===== src/rtl/riscv_pkg.sv =====
`default_nettype none
// ============================================================================
// riscv_pkg: shared RV32 pipeline encodings (opcodes, ALU ops, M-extension ops)
// Revision: 1.0
// ============================================================================
package riscv_pkg;

   localparam logic [6:0] OP_RTYPE  = 7'b0110011;
   localparam logic [6:0] F7_MULDIV = 7'b0000001;

   typedef enum logic [3:0] {
      ALU_ADD  = 4'd0,
      ALU_SUB  = 4'd1,
      ALU_SLL  = 4'd2,
      ALU_SLT  = 4'd3,
      ALU_SLTU = 4'd4,
      ALU_XOR  = 4'd5,
      ALU_SRL  = 4'd6,
      ALU_SRA  = 4'd7,
      ALU_OR   = 4'd8,
      ALU_AND  = 4'd9
   } alu_op_e;

   typedef enum logic [2:0] {
      MD_MUL    = 3'b000,
      MD_MULH   = 3'b001,
      MD_MULHSU = 3'b010,
      MD_MULHU  = 3'b011,
      MD_DIV    = 3'b100,
      MD_DIVU   = 3'b101,
      MD_REM    = 3'b110,
      MD_REMU   = 3'b111
   } muldiv_op_e;

   typedef enum logic [1:0] {
      MD_IDLE = 2'd0,
      MD_BUSY = 2'd1,
      MD_DONE = 2'd2
   } muldiv_state_e;

   function automatic logic is_div_op(input muldiv_op_e op);
      return op[2];
   endfunction

endpackage
`default_nettype wire


===== src/rtl/muldiv_core.sv =====
`default_nettype none
// ============================================================================
// muldiv_core: unsigned shift-add multiply / restoring divide datapath
// Revision: 1.0
// ============================================================================
module muldiv_core #(
   parameter int XLEN = 32
) (
   input  logic              clk,
   input  logic              rst,
   input  logic              init_i,
   input  logic              step_i,
   input  logic              is_div_i,
   input  logic [XLEN-1:0]   a_i,
   input  logic [XLEN-1:0]   b_i,
   output logic [2*XLEN-1:0] product_o,
   output logic [XLEN-1:0]   quotient_o,
   output logic [XLEN-1:0]   remainder_o
);

   // Upper half: partial product / partial remainder. Lower half: multiplier / quotient.
   logic [2*XLEN-1:0] r_acc;
   logic [2*XLEN-1:0] w_acc_mul;
   logic [2*XLEN-1:0] w_acc_div;
   logic [XLEN:0]     w_sum;
   logic [XLEN:0]     w_shift;
   logic [XLEN-1:0]   w_diff;
   logic              w_fits;

   assign w_sum     = {1'b0, r_acc[2*XLEN-1:XLEN]} + (r_acc[0] ? {1'b0, b_i} : '0);
   assign w_acc_mul = {w_sum, r_acc[XLEN-1:1]};

   // The true difference is always below the divisor, so 32 bits hold it exactly.
   assign w_shift   = r_acc[2*XLEN-1:XLEN-1];
   assign w_fits    = (w_shift >= {1'b0, b_i});
   assign w_diff    = w_shift[XLEN-1:0] - b_i;
   assign w_acc_div = w_fits ? {w_diff, r_acc[XLEN-2:0], 1'b1}
                             : {w_shift[XLEN-1:0], r_acc[XLEN-2:0], 1'b0};

   always_ff @(posedge clk or posedge rst) begin
      if (rst) begin
         r_acc <= '0;
      end else if (init_i) begin
         r_acc <= {{XLEN{1'b0}}, a_i};
      end else if (step_i) begin
         r_acc <= is_div_i ? w_acc_div : w_acc_mul;
      end
   end

   assign product_o   = r_acc;
   assign quotient_o  = r_acc[XLEN-1:0];
   assign remainder_o = r_acc[2*XLEN-1:XLEN];

endmodule
`default_nettype wire


===== src/rtl/muldiv_sequencer.sv =====
`default_nettype none
// ============================================================================
// muldiv_sequencer: RV32M iterative mul/div control with pipeline stall/flush
// Revision: 1.0
// ============================================================================
module muldiv_sequencer
   import riscv_pkg::*;
#(
   parameter int XLEN = 32
) (
   input  logic            clk,
   input  logic            rst,
   input  logic            start_i,
   input  logic [2:0]      funct3_i,
   input  logic [XLEN-1:0] a_i,
   input  logic [XLEN-1:0] b_i,
   input  logic            flush_i,
   output logic            stall_o,
   output logic            done_o,
   output logic [XLEN-1:0] result_o
);

   localparam logic [XLEN-1:0] MIN_INT = {1'b1, {(XLEN-1){1'b0}}};

   muldiv_state_e     r_state, w_next;
   muldiv_op_e        w_op, r_op;
   logic [5:0]        r_cnt;
   logic              r_a_neg, r_b_neg, r_special;
   logic [XLEN-1:0]   r_b_mag, r_spec_res;
   logic              w_a_sgn, w_b_sgn, w_a_neg, w_b_neg;
   logic              w_div0, w_ovf, w_accept, w_step;
   logic [XLEN-1:0]   w_a_mag, w_b_mag, w_spec_res;
   logic [2*XLEN-1:0] w_prod_raw, w_prod;
   logic [XLEN-1:0]   w_quot_raw, w_rem_raw, w_quot, w_rem;

   assign w_op    = muldiv_op_e'(funct3_i);
   assign w_a_sgn = (w_op inside {MD_MUL, MD_MULH, MD_MULHSU, MD_DIV, MD_REM});
   assign w_b_sgn = (w_op inside {MD_MUL, MD_MULH, MD_DIV, MD_REM});
   assign w_a_neg = w_a_sgn & a_i[XLEN-1];
   assign w_b_neg = w_b_sgn & b_i[XLEN-1];
   assign w_a_mag = w_a_neg ? (~a_i + 1'b1) : a_i;
   assign w_b_mag = w_b_neg ? (~b_i + 1'b1) : b_i;

   // funct3[1] separates REM/REMU from DIV/DIVU within the divide group.
   assign w_div0     = is_div_op(w_op) & (b_i == '0);
   assign w_ovf      = ((w_op == MD_DIV) | (w_op == MD_REM)) & (a_i == MIN_INT) & (b_i == '1);
   assign w_spec_res = w_div0 ? (funct3_i[1] ? a_i : '1)
                              : (funct3_i[1] ? '0  : MIN_INT);

   always_ff @(posedge clk or posedge rst) begin
      if (rst) r_state <= MD_IDLE;
      else     r_state <= w_next;
   end

   always_comb begin
      w_next   = r_state;
      w_accept = 1'b0;
      w_step   = 1'b0;
      stall_o  = 1'b0;
      done_o   = 1'b0;
      case (r_state)
         MD_IDLE: begin
            if (start_i && !flush_i) begin
               w_accept = 1'b1;
               stall_o  = 1'b1;
               w_next   = (w_div0 || w_ovf) ? MD_DONE : MD_BUSY;
            end
         end
         MD_BUSY: begin
            stall_o = 1'b1;
            w_step  = 1'b1;
            if (r_cnt == 6'd31) w_next = MD_DONE;
         end
         MD_DONE: begin
            done_o = 1'b1;
            w_next = MD_IDLE;
         end
         default: w_next = MD_IDLE;
      endcase
      if (flush_i) w_next = MD_IDLE;
   end

   always_ff @(posedge clk or posedge rst) begin
      if (rst) begin
         r_op       <= MD_MUL;
         r_a_neg    <= 1'b0;
         r_b_neg    <= 1'b0;
         r_b_mag    <= '0;
         r_special  <= 1'b0;
         r_spec_res <= '0;
         r_cnt      <= '0;
      end else if (w_accept) begin
         r_op       <= w_op;
         r_a_neg    <= w_a_neg;
         r_b_neg    <= w_b_neg;
         r_b_mag    <= w_b_mag;
         r_special  <= w_div0 | w_ovf;
         r_spec_res <= w_spec_res;
         r_cnt      <= '0;
      end else if (w_step) begin
         r_cnt      <= r_cnt + 6'd1;
      end
   end

   muldiv_core #(.XLEN(XLEN)) u_core (
      .clk         (clk),
      .rst         (rst),
      .init_i      (w_accept),
      .step_i      (w_step),
      .is_div_i    (is_div_op(r_op)),
      .a_i         (w_a_mag),
      .b_i         (r_b_mag),
      .product_o   (w_prod_raw),
      .quotient_o  (w_quot_raw),
      .remainder_o (w_rem_raw)
   );

   // Unsigned ops never set the sign flags, so the fix-up is a no-op for them.
   assign w_prod = (r_a_neg ^ r_b_neg) ? (~w_prod_raw + 1'b1) : w_prod_raw;
   assign w_quot = (r_a_neg ^ r_b_neg) ? (~w_quot_raw + 1'b1) : w_quot_raw;
   assign w_rem  = r_a_neg ? (~w_rem_raw + 1'b1) : w_rem_raw;

   always_comb begin
      result_o = '0;
      if (r_state == MD_DONE) begin
         if (r_special) begin
            result_o = r_spec_res;
         end else begin
            case (r_op)
               MD_MUL:                       result_o = w_prod[XLEN-1:0];
               MD_MULH, MD_MULHSU, MD_MULHU: result_o = w_prod[2*XLEN-1:XLEN];
               MD_DIV, MD_DIVU:              result_o = w_quot;
               default:                      result_o = w_rem;
            endcase
         end
      end
   end

endmodule
`default_nettype wire


===== config.mk =====
export PLATFORM = sky130hd
export DESIGN_NAME = muldiv_sequencer
export DESIGN_NICKNAME = d
export VERILOG_FILES = /design/src/rtl/riscv_pkg.sv /design/src/rtl/muldiv_core.sv /design/src/rtl/muldiv_sequencer.sv
export SDC_FILE = /design/constraint.sdc
export NUM_CORES = 1
export LEC_CHECK = 0
export CAP_MARGIN = 40
export CORE_MARGIN = 4
export CORE_UTILIZATION = 58
export CTS_CLUSTER_DIAMETER = 60
export DETAILED_ROUTE_END_ITERATION = 8
export DONT_BUFFER_PORTS = 1
export GPL_ROUTABILITY_DRIVEN = 0
export PLACE_DENSITY = 0.74
export SYNTH_ARGS = -nofsm -noshare
export SYNTH_HDL_FRONTEND = slang
export SYNTH_SLANG_ARGS = --single-unit

===== constraint.sdc =====
create_clock -name clk -period 5.1 [get_ports clk]
set_input_delay 0.51 -clock clk [delete_from_list [all_inputs] [get_ports clk]]
set_output_delay 0.51 -clock clk [all_outputs]
set_load 0.01 [all_outputs]

Word-level counts from Yosys, hierarchy flattened
Index checks and enable logic that the tools add are counted.
Storage, ports and cells
  flip-flop bits (word level): 142
  latch bits: 0
  memory bits (writable): 0
  ROM bits: 0
  input bits: 71
  output and inout bits: 34
  word-level logic and storage cells: 88
  memories: 0
Cells by class
  add/sub/neg operators: 8
  $mul: 0
  divide/modulo/power cells: 0
  $lt $le $gt $ge: 1
  eq/ne operators: 16
  shift-type cells: 0
  multiplexer cells: 28
  bitwise gates (word level): 13
  reductions and logical operators: 13
Operators with widths (number)
  2-to-1 mux 32 bit: 10
  2-to-1 mux 64 bit: 5
  adder 32 x 1 -> 32 bit (second input constant): 4
  inverter 32 bit: 4
  case mux 32 bit (3 select lines): 1
  adder 64 x 1 -> 64 bit (second input constant): 1
  == test 32 bit (second input constant): 2
  inverter 64 bit: 1
  adder 32 x 33 -> 33 bit: 1
  >= comparator 33 x 32 -> 1 bit: 1
  logical NOT 32 bit: 1
  subtractor 32 bit: 1
  == test 3 bit (second input constant): 4
  2-to-1 mux 6 bit: 2
  == test 3 x 2 -> 1 bit (second input constant): 3
  2-to-1 mux 2 bit: 4
  adder 6 x 1 -> 6 bit (second input constant): 1
  == test 3 x 1 -> 1 bit (second input constant): 2
  == test 6 x 5 -> 1 bit (second input constant): 1
  logical NOT 3 bit: 2
  != test 3 bit (second input constant): 2
  bitwise AND 1 bit: 5
  nonzero test 5 bit: 1
  2-to-1 mux 1 bit: 4
  15 further kinds: 16

Depth between registers and ports, before layout
Gate-level depths: netlist (run 1).
  word-level depth: 9
  gate-level depth with buffers: 15

By module
A second synthesis (run 1) with hierarchy kept.
Second synthesis, totals
  cells, all modules: 2299
  area total of the unflattened synthesis: 17010.1 µm²
Modules (own cells, without submodules)
  muldiv_sequencer: times used 1, cells an instance 1258, area an instance 9081.2 µm², seq. area each 1951.9 µm²
  muldiv_core: times used 1, cells an instance 1041, area an instance 7928.9 µm², seq. area each 1601.5 µm²

Worst setup path before layout (run 1)
Ideal clock, no wire load.
  path kind: register -> output
  from: register u_core.r_acc[0], in the netlist u_core.product_o[0]
  to: output port result_o[20]
  arrival: 3.115 ns
  required time: 4.590 ns
  setup slack: 1.475 ns
  stages on the path, launching flop included: 12
  cells stage by stage: dfrtp_1 inv_1 clkbuf_1 ha_1 nand2b_1 nor4_1 nand4_1 nor2_1 a21oi_1 o311ai_0 o21ai_0 a221oi_1
Between the ends
  word-level cells in the longest chain between the ends: 6
  elaborated cells on any way between the ends: 9
Ends and longest elaborated chain
  start, declared: RTL line muldiv_core.sv:22  | logic [2*XLEN-1:0] r_acc;
  start signal, assigned: RTL line muldiv_core.sv:44  | r_acc <= {{XLEN{1'b0}}, a_i};
  start signal, assigned: RTL line muldiv_core.sv:46  | r_acc <= is_div_i ? w_acc_div : w_acc_mul;
  inverter 64 bit or inverter 32 bit (tied branches): RTL line muldiv_sequencer.sv:119, muldiv_sequencer.sv:120
  adder 64 x 1 -> 64 bit or adder 32 x 1 -> 32 bit (tied branches): RTL line muldiv_sequencer.sv:119, muldiv_sequencer.sv:120
  2-to-1 mux 64 bit or 2-to-1 mux 32 bit (tied branches): RTL line muldiv_sequencer.sv:119, muldiv_sequencer.sv:120
  case mux 32 bit (3 select lines) *: RTL line muldiv_sequencer.sv:129  | case (r_op)
  2-to-1 mux 32 bit *: RTL line muldiv_sequencer.sv:126  | if (r_special) begin
  2-to-1 mux 32 bit *: RTL line muldiv_sequencer.sv:125  | if (r_state == MD_DONE) begin
  end, declared: RTL line muldiv_sequencer.sv:20  | output logic [XLEN-1:0] result_o
Mark *: on every way between the ends. The rest lies on a longest branch, timed or not.

Final worst setup path (run 1)
  from: register u_core.r_acc[33], in the netlist u_core.product_o[33]
  to: output port result_o[30]
Between the ends
  word-level cells in the longest chain between the ends: 6
  elaborated cells on any way between the ends: 9
Ends and longest elaborated chain (RTL line)
  inverter 64 bit or inverter 32 bit (tied branches): muldiv_sequencer.sv:119, muldiv_sequencer.sv:121
  adder 64 x 1 -> 64 bit or adder 32 x 1 -> 32 bit (tied branches): muldiv_sequencer.sv:119, muldiv_sequencer.sv:121
  2-to-1 mux 64 bit or 2-to-1 mux 32 bit (tied branches): muldiv_sequencer.sv:119, muldiv_sequencer.sv:121
  case mux 32 bit (3 select lines) *: muldiv_sequencer.sv:129
  2-to-1 mux 32 bit *: muldiv_sequencer.sv:126
  2-to-1 mux 32 bit *: muldiv_sequencer.sv:125
Marks and branches as above.

==> metrics.txt, run 1 <==
CTS tree=done; fmax=205.6 MHz; post-DR vias/cell=6.778; total setup buffers inserted after CTS=0; boundary pin count=105; Place WS=0.8179 ns; slew margin rel.=0.3896; worst ir drop on vdd=0.2853 mV; Clk pin slew, worst setup/hold paths=0.06 ns; via count=14690; final setup vio count=0; Endpoint, Worst Hold=r_spec_res[31]; Die Ht=166.1 um; R2R Path End=u_core.product_o[56]; max-slew violation count=0; Iteration-0 DRC Markers=1868; total gr overflow=0; Seq/Total Area, Yosys=0.2452; skew final=0.01387 ns; critical path startpoint category=register; async set-reset flop share out of synthesis=1.000; # DRC=10; fill count=2178; htree depth=4; pwr dens=556.5 nW/um2; mapped cell area=14490 um2; critical-path maximum fanout=12; Num Clock Sinks=142; first-pass GRT wire length=74.24 mm; Min-Delay Path Depth=1; maximum number of pins on one net before global-route repair=76; Yosys reg bits=142; clock root buffer master=clkbuf_16; initial antenna violation count=0; synth unique cells=77; Ant. Diodes=0; r2r setup slk=1.01 ns; area of the core=24460 um2; synth warn=0; CP required=4.59 ns; Area Growth Syn to Fin=6.181%; post-route clock period utilization=0.9535; HP Class=input port to register; worst setup path class=register to primary output; antenna-violating nets left=0; register area=3555 um2; Leakage=6.289 nW; vias in the first global route=13700; min Tclk post-route=4.863 ns; final hold vios=0; Die ar.=27580 um2; Synth area leader=dfrtp_1; top-area cell type share of the netlist area=0.2452; setup repair after global routing missed its margin=false; Reg2Reg Launch Point=u_core.product_o[0]; Fin Setup TNS=0 ns; IO buf count=0; R2R depth=14; hpwl dp=33.73 mm; crit path DAT=4.35 ns; Primary FF master, synth=dfrtp_1; leading post-synthesis cells by cell area=dfrtp_1 (25%), o21ai_0 (6.8%), xnor2_1 (6.5%); status=complete, but fails checks; Die Wd=166.1 um; clock tree buffer depth=2; Syn Inst Count=1909; worst skew pair latency=0.45 ns; # rows=57; footprint of the multi-input gates=10180 um2; Routed WL=46.53 mm; Initial Utilization=0.5925; gr usage total=0.3268; EDFF count, synth=0; measured slew at the worst slew-check pin=0.9061 ns; CTS Buf Count=17; max cap viols=0; HP Start=funct3_i[1]; nets@finish=1974; Critical Path End Type=primary output; setup ws final=0.2369 ns; Post-Syn Nets=2052; failing checks=design-rule violations; Synth Area per Inst=7.592 um2; TritonRoute pass-1 iters=9; share of cells above drive strength 1=0.06999; wire length per cell=21.47 um
registers in the layout (all words and copies together), names as in the netlist:
signal	count
r_cnt	6
r_state	2
r_special	1
r_op	3
r_b_mag	32
u_core.product_o	64
r_spec_res	32
r_a_neg	1
r_b_neg	1
final cells by class:
| class | count | area share |
|---|---|---|
| Clock inverter | 12 | 0.01358 |
| Timing Repair Buffer | 39 | 0.02187 |
| Multi-Input combinational cell | 1560 | 0.6614 |
| Inverter | 71 | 0.01764 |
| Sequential cell | 142 | 0.2310 |
| Tap cell | 324 | 0.02634 |
| Clock buffer | 19 | 0.02813 |
metrics by stage:
step	util	power [mW]	cell area (um2)	cells	hold WS [ns]
after floorplan	-	5.649	14490	1909	0.4446
after global placement	0.5994	6.800	14660	2131	0.4605
after detailed placement	0.6023	6.922	14730	2135	0.4125
after CTS	0.6290	8.394	15390	2167	0.1732
after global routing	0.6291	9.119	15390	2167	0.1750
final	0.6291	8.563	15390	2167	0.1815
synthesized netlist by cell type (10+ instances only):
cell type  count
mux2i_1       48
nand2_1      222
clkbuf_1     120
a22oi_1       14
nor2_1       152
a21oi_1      137
a21o_1        24
nand4_1       22
or3_1         15
o41ai_1       13
nor4_1        22
o211ai_1      42
o21bai_1      10
xnor2_1      107
dfrtp_1      142
a222oi_1      15
o31ai_2       25
nor3_1        46
a31oi_1       20
and3_1        10
or4_1         12
nand3_1       32
nor2b_1       40
ha_1          70
nand2b_1      21
inv_1         70
xor2_1        79
a211oi_1      34
o21ai_0      198
o31ai_1       19
how the worst max path moves through the flow:
stage,from,end,cells after the start
after floorplan,rst,r_a_neg,1
after global placement,u_core.product_o[33],result_o[30],10
after detailed placement,u_core.product_o[33],result_o[30],10
after CTS,u_core.product_o[33],result_o[30],10
after global routing,u_core.product_o[33],result_o[30],10
final,u_core.product_o[33],result_o[30],10
kinds of logic (layout without fill, tap and decap cells):
| logic type | after synthesis | count (layout) | share of synthesized area |
|---|---|---|---|
| compound gates | 626 | 626 | 0.2827 |
| xor+xnor | 186 | 186 | 0.1124 |
| fa+ha+maj | 72 | 72 | 0.06320 |
| buf+inv | 207 | 141 | 0.05603 |
| flops | 142 | 142 | 0.2452 |
| mux | 53 | 53 | 0.03704 |
| simple gates | 623 | 623 | 0.2035 |
critical path, stage by stage, from the launching register on:
cell and delay, ns:
dfrtp_1 0.48, inv_1 0.15, ha_2 0.32, or3b_2 0.51, or3_1 0.36, nor3_1 0.34
nand4_1 0.31, o41ai_1 0.54, xnor2_1 0.12, a222oi_1 0.57, a21oi_1 0.22
layer usage:
layer  global-route usage  up-vias  share of wire
met5                    0        -              0
met4               0.1166        0          0.042
met3              0.07474      148           0.11
met2               0.4877      800           0.42
met1               0.4661     6964           0.42
li1                     -     6775              -
cells in the final DEF, fill, tap and decap left out, types with 6 or more instances in the layout:
cell type,Yosys,final
o31ai_2,25,25
a21oi_1,137,135
a22oi_1,14,14
a31oi_1,20,20
a221oi_1,8,8
nor2_1,152,150
nand3_1,32,32
o21bai_1,10,10
clkbuf_16,0,17
xnor2_1,107,106
o21ai_0,198,198
a21oi_2,4,6
nand2_1,222,221
o211ai_1,42,42
or4_1,12,12
ha_1,70,69
xor2_1,79,78
buf_4,0,34
o31ai_1,19,19
and2_1,7,7
dfrtp_1,142,141
nand2b_1,21,21
a211oi_1,34,34
o41ai_1,13,13
and3_1,10,10
mux2i_1,48,48
nor3_1,46,46
inv_1,70,69
nand4_1,22,22
or3_1,15,15
o21a_1,6,6
o221ai_1,6,6
a21o_1,24,24
nor4_1,22,22
a222oi_1,15,15
nor2b_1,40,39
power breakdown:
part | leakage [nW] | switching, mW | total [mW] | internal [mW]
Clock | 0.305 | 0.561 | 1.43 | 0.873
Sequential | 1.82 | 0.600 | 1.98 | 1.38
Combinational | 4.17 | 3.07 | 5.15 | 2.08
repair_timing:
action / in CTS / in global routing
setup endpoints to repair: 0 / 1
hold buffers: 1 / 0
hold endpoints to repair: 37 / 0
resized for setup: 0 / 1
Power figures use the tool's default switching activity.
==> run 2, diff against run 1 <==
- CTS_CLUSTER_SIZE: default -> 20
==> results of run 2 <==
Same layout as run 1: the final DEF is identical, and so are final timing and power.
==> run 3, diff against run 2 <==
- REMOVE_ABC_BUFFERS: default -> 1
==> metrics.txt, run 3 (same netlist as run 1, synthesis figures left out) <==
critical-path maximum fanout=12 (unchanged); Largest register FFs=64 (unchanged); nets@finish=1975 (+0.051%); final hold vios=0 (unchanged); skew final=0.009863 ns (-0.004012 ns); Final Power=8.419 mW (-1.7%); clock root buffer master=clkbuf_16; Num Clock Sinks=142 (unchanged); critical path startpoint category=register; vias in the first global route=13480 (-1.6%); CP required=4.59 ns (about the same); TritonRoute pass-1 iters=9 (unchanged); R2R Path End=u_core.product_o[38]; initial antenna violation count=1 (+1); min Tclk post-route=4.906 ns (+0.04275 ns); HP Class=input port to async pin; via count=14600 (-0.59%); measured slew at the worst slew-check pin=0.9293 ns (+0.02322 ns); CTS tree=done; final setup vio count=0 (unchanged); Iteration-0 DRC Markers=1840 (-1.5%); share of cells above drive strength 1=0.07209 (+0.002092); pwr dens=548.4 nW/um2 (-1.5%); total gr overflow=0 (unchanged); Fin Setup TNS=0 ns (unchanged); Initial Utilization=0.5925 (unchanged); worst skew pair latency=0.44 ns (about the same); Die Ht=166.1 um (unchanged); commonest non-fill, non-tap cell in the layout=nand2_1; post-DR vias/cell=6.732 (-0.68%); setup ws final=0.1942 ns (-0.04275 ns); first-pass GRT wire length=72.15 mm (-2.8%); hpwl dp=32.88 mm (-2.5%); setup repair after global routing missed its margin=false; fmax=203.8 MHz (-0.87%); CTS Buf Count=17 (unchanged); Worst Setup EP=result_o[30]; Routed WL=45.52 mm (-2.2%); fill count=2192 (+0.64%); wire length per cell=20.99 um (-2.2%); max-slew violation count=0 (unchanged); # DRC=0 (-10); CP startpoint=u_core.product_o[33]; clock tree buffer depth=2 (unchanged); r2r setup slk=0.93 ns (-0.08 ns); Place WS=0.7590 ns (-0.05893 ns); Reg2Reg Launch Point=u_core.product_o[35]; Clk pin slew, worst setup/hold paths=0.07 ns (about the same); Die ar.=27580 um2 (unchanged); IO buf count=0 (unchanged); total setup buffers inserted after CTS=0 (unchanged); antenna-violating nets left=0 (unchanged); worst ir drop on vdd=0.2745 mV (-3.8%); cts hold-fix bufs=0 (-1); post-route clock period utilization=0.9619 (+0.008383); slew margin rel.=0.3798 (-0.009765); # rows=57 (unchanged); final hold slack=0.03775 ns (-0.1437 ns); Die Wd=166.1 um (unchanged); Area Growth Syn to Fin=5.931%; commonest cells after routing, fill and taps aside=nand2_1 (221), o21ai_0 (197), nor2_1 (150); area of the core=24460 um2 (unchanged); Ant. Diodes=0 (unchanged); status=complete, no violations; boundary pin count=105 (unchanged); maximum number of pins on one net before global-route repair=97 (+28%); Gates resized, CTS repair=0 (unchanged); htree depth=4 (unchanged); worst setup path class=register to primary output; crit path DAT=4.40 ns (+0.05 ns); gr usage total=0.3171 (-0.009752); R2R depth=13 (-1); max cap viols=0 (unchanged); Leakage=6.270 nW (-0.31%); Critical Path End Type=primary output
run 3: how the worst min path moves through the flow:
stage / cells past startpoint / to / from / slack [ns]
6_report: 1 / r_spec_res[10] / rst / 0.04
5_1_grt: 1 / r_spec_res[9] / rst / 0.08
4_1_cts: 1 / r_spec_res[7] / rst / 0.06
3_5_place_dp: 2 / r_spec_res[16] / r_spec_res[16] / 0.47
3_3_place_gp: 2 / r_spec_res[15] / r_spec_res[15] / 0.46
2_1_floorplan: 1 / r_cnt[5] / r_cnt[5] / 0.44
run 3: layout make-up:
cell class / count / area (um2) / area share
clock buffer: 18 / 429.2 / 0.02795
clock inverter: 14 / 130.1 / 0.008476
inverter: 71 / 271.5 / 0.01769
multi-input combinational: 1560 / 10190 / 0.6635
sequential: 142 / 3555 / 0.2315
tap: 324 / 405.4 / 0.02641
timing repair buffer: 40 / 375.4 / 0.02445
run 3: layer usage:
layer,track usage,part of all wire,up-vias,wire (um)
met5,0,0.00029,-,13
met4,0.1356,0.047,2,2127
met3,0.07332,0.093,155,4250
met2,0.4874,0.44,777,20100
met1,0.4302,0.42,6893,19030
li1,-,-,6774,-
run 3: power by group:
part / internal, mW / switching, mW / total, mW
logic: 2.11 / 3.14 / 5.25
clock network: 0.679 / 0.574 / 1.25
registers: 1.38 / 0.535 / 1.91
total: 4.17 / 4.25 / 8.42
run 3: stage by stage:
step	utilization	cell area, um2	instances
final	0.6276	15350	2169
after floorplan	-	13950	1773
after global placement	0.5997	14670	2131
after CTS	0.6275	15350	2169
after detailed placement	0.6046	14790	2137
after global routing	0.6276	15350	2169
run 3: critical path: stages (launching register included):
cell and delay, ns:
dfrtp_1 0.48, inv_1 0.15, ha_2 0.32, or3b_2 0.51, or3_1 0.37, nor3_1 0.34
nand4_1 0.32, o41ai_1 0.50, xnor2_1 0.11, a222oi_1 0.62, a21oi_1 0.24
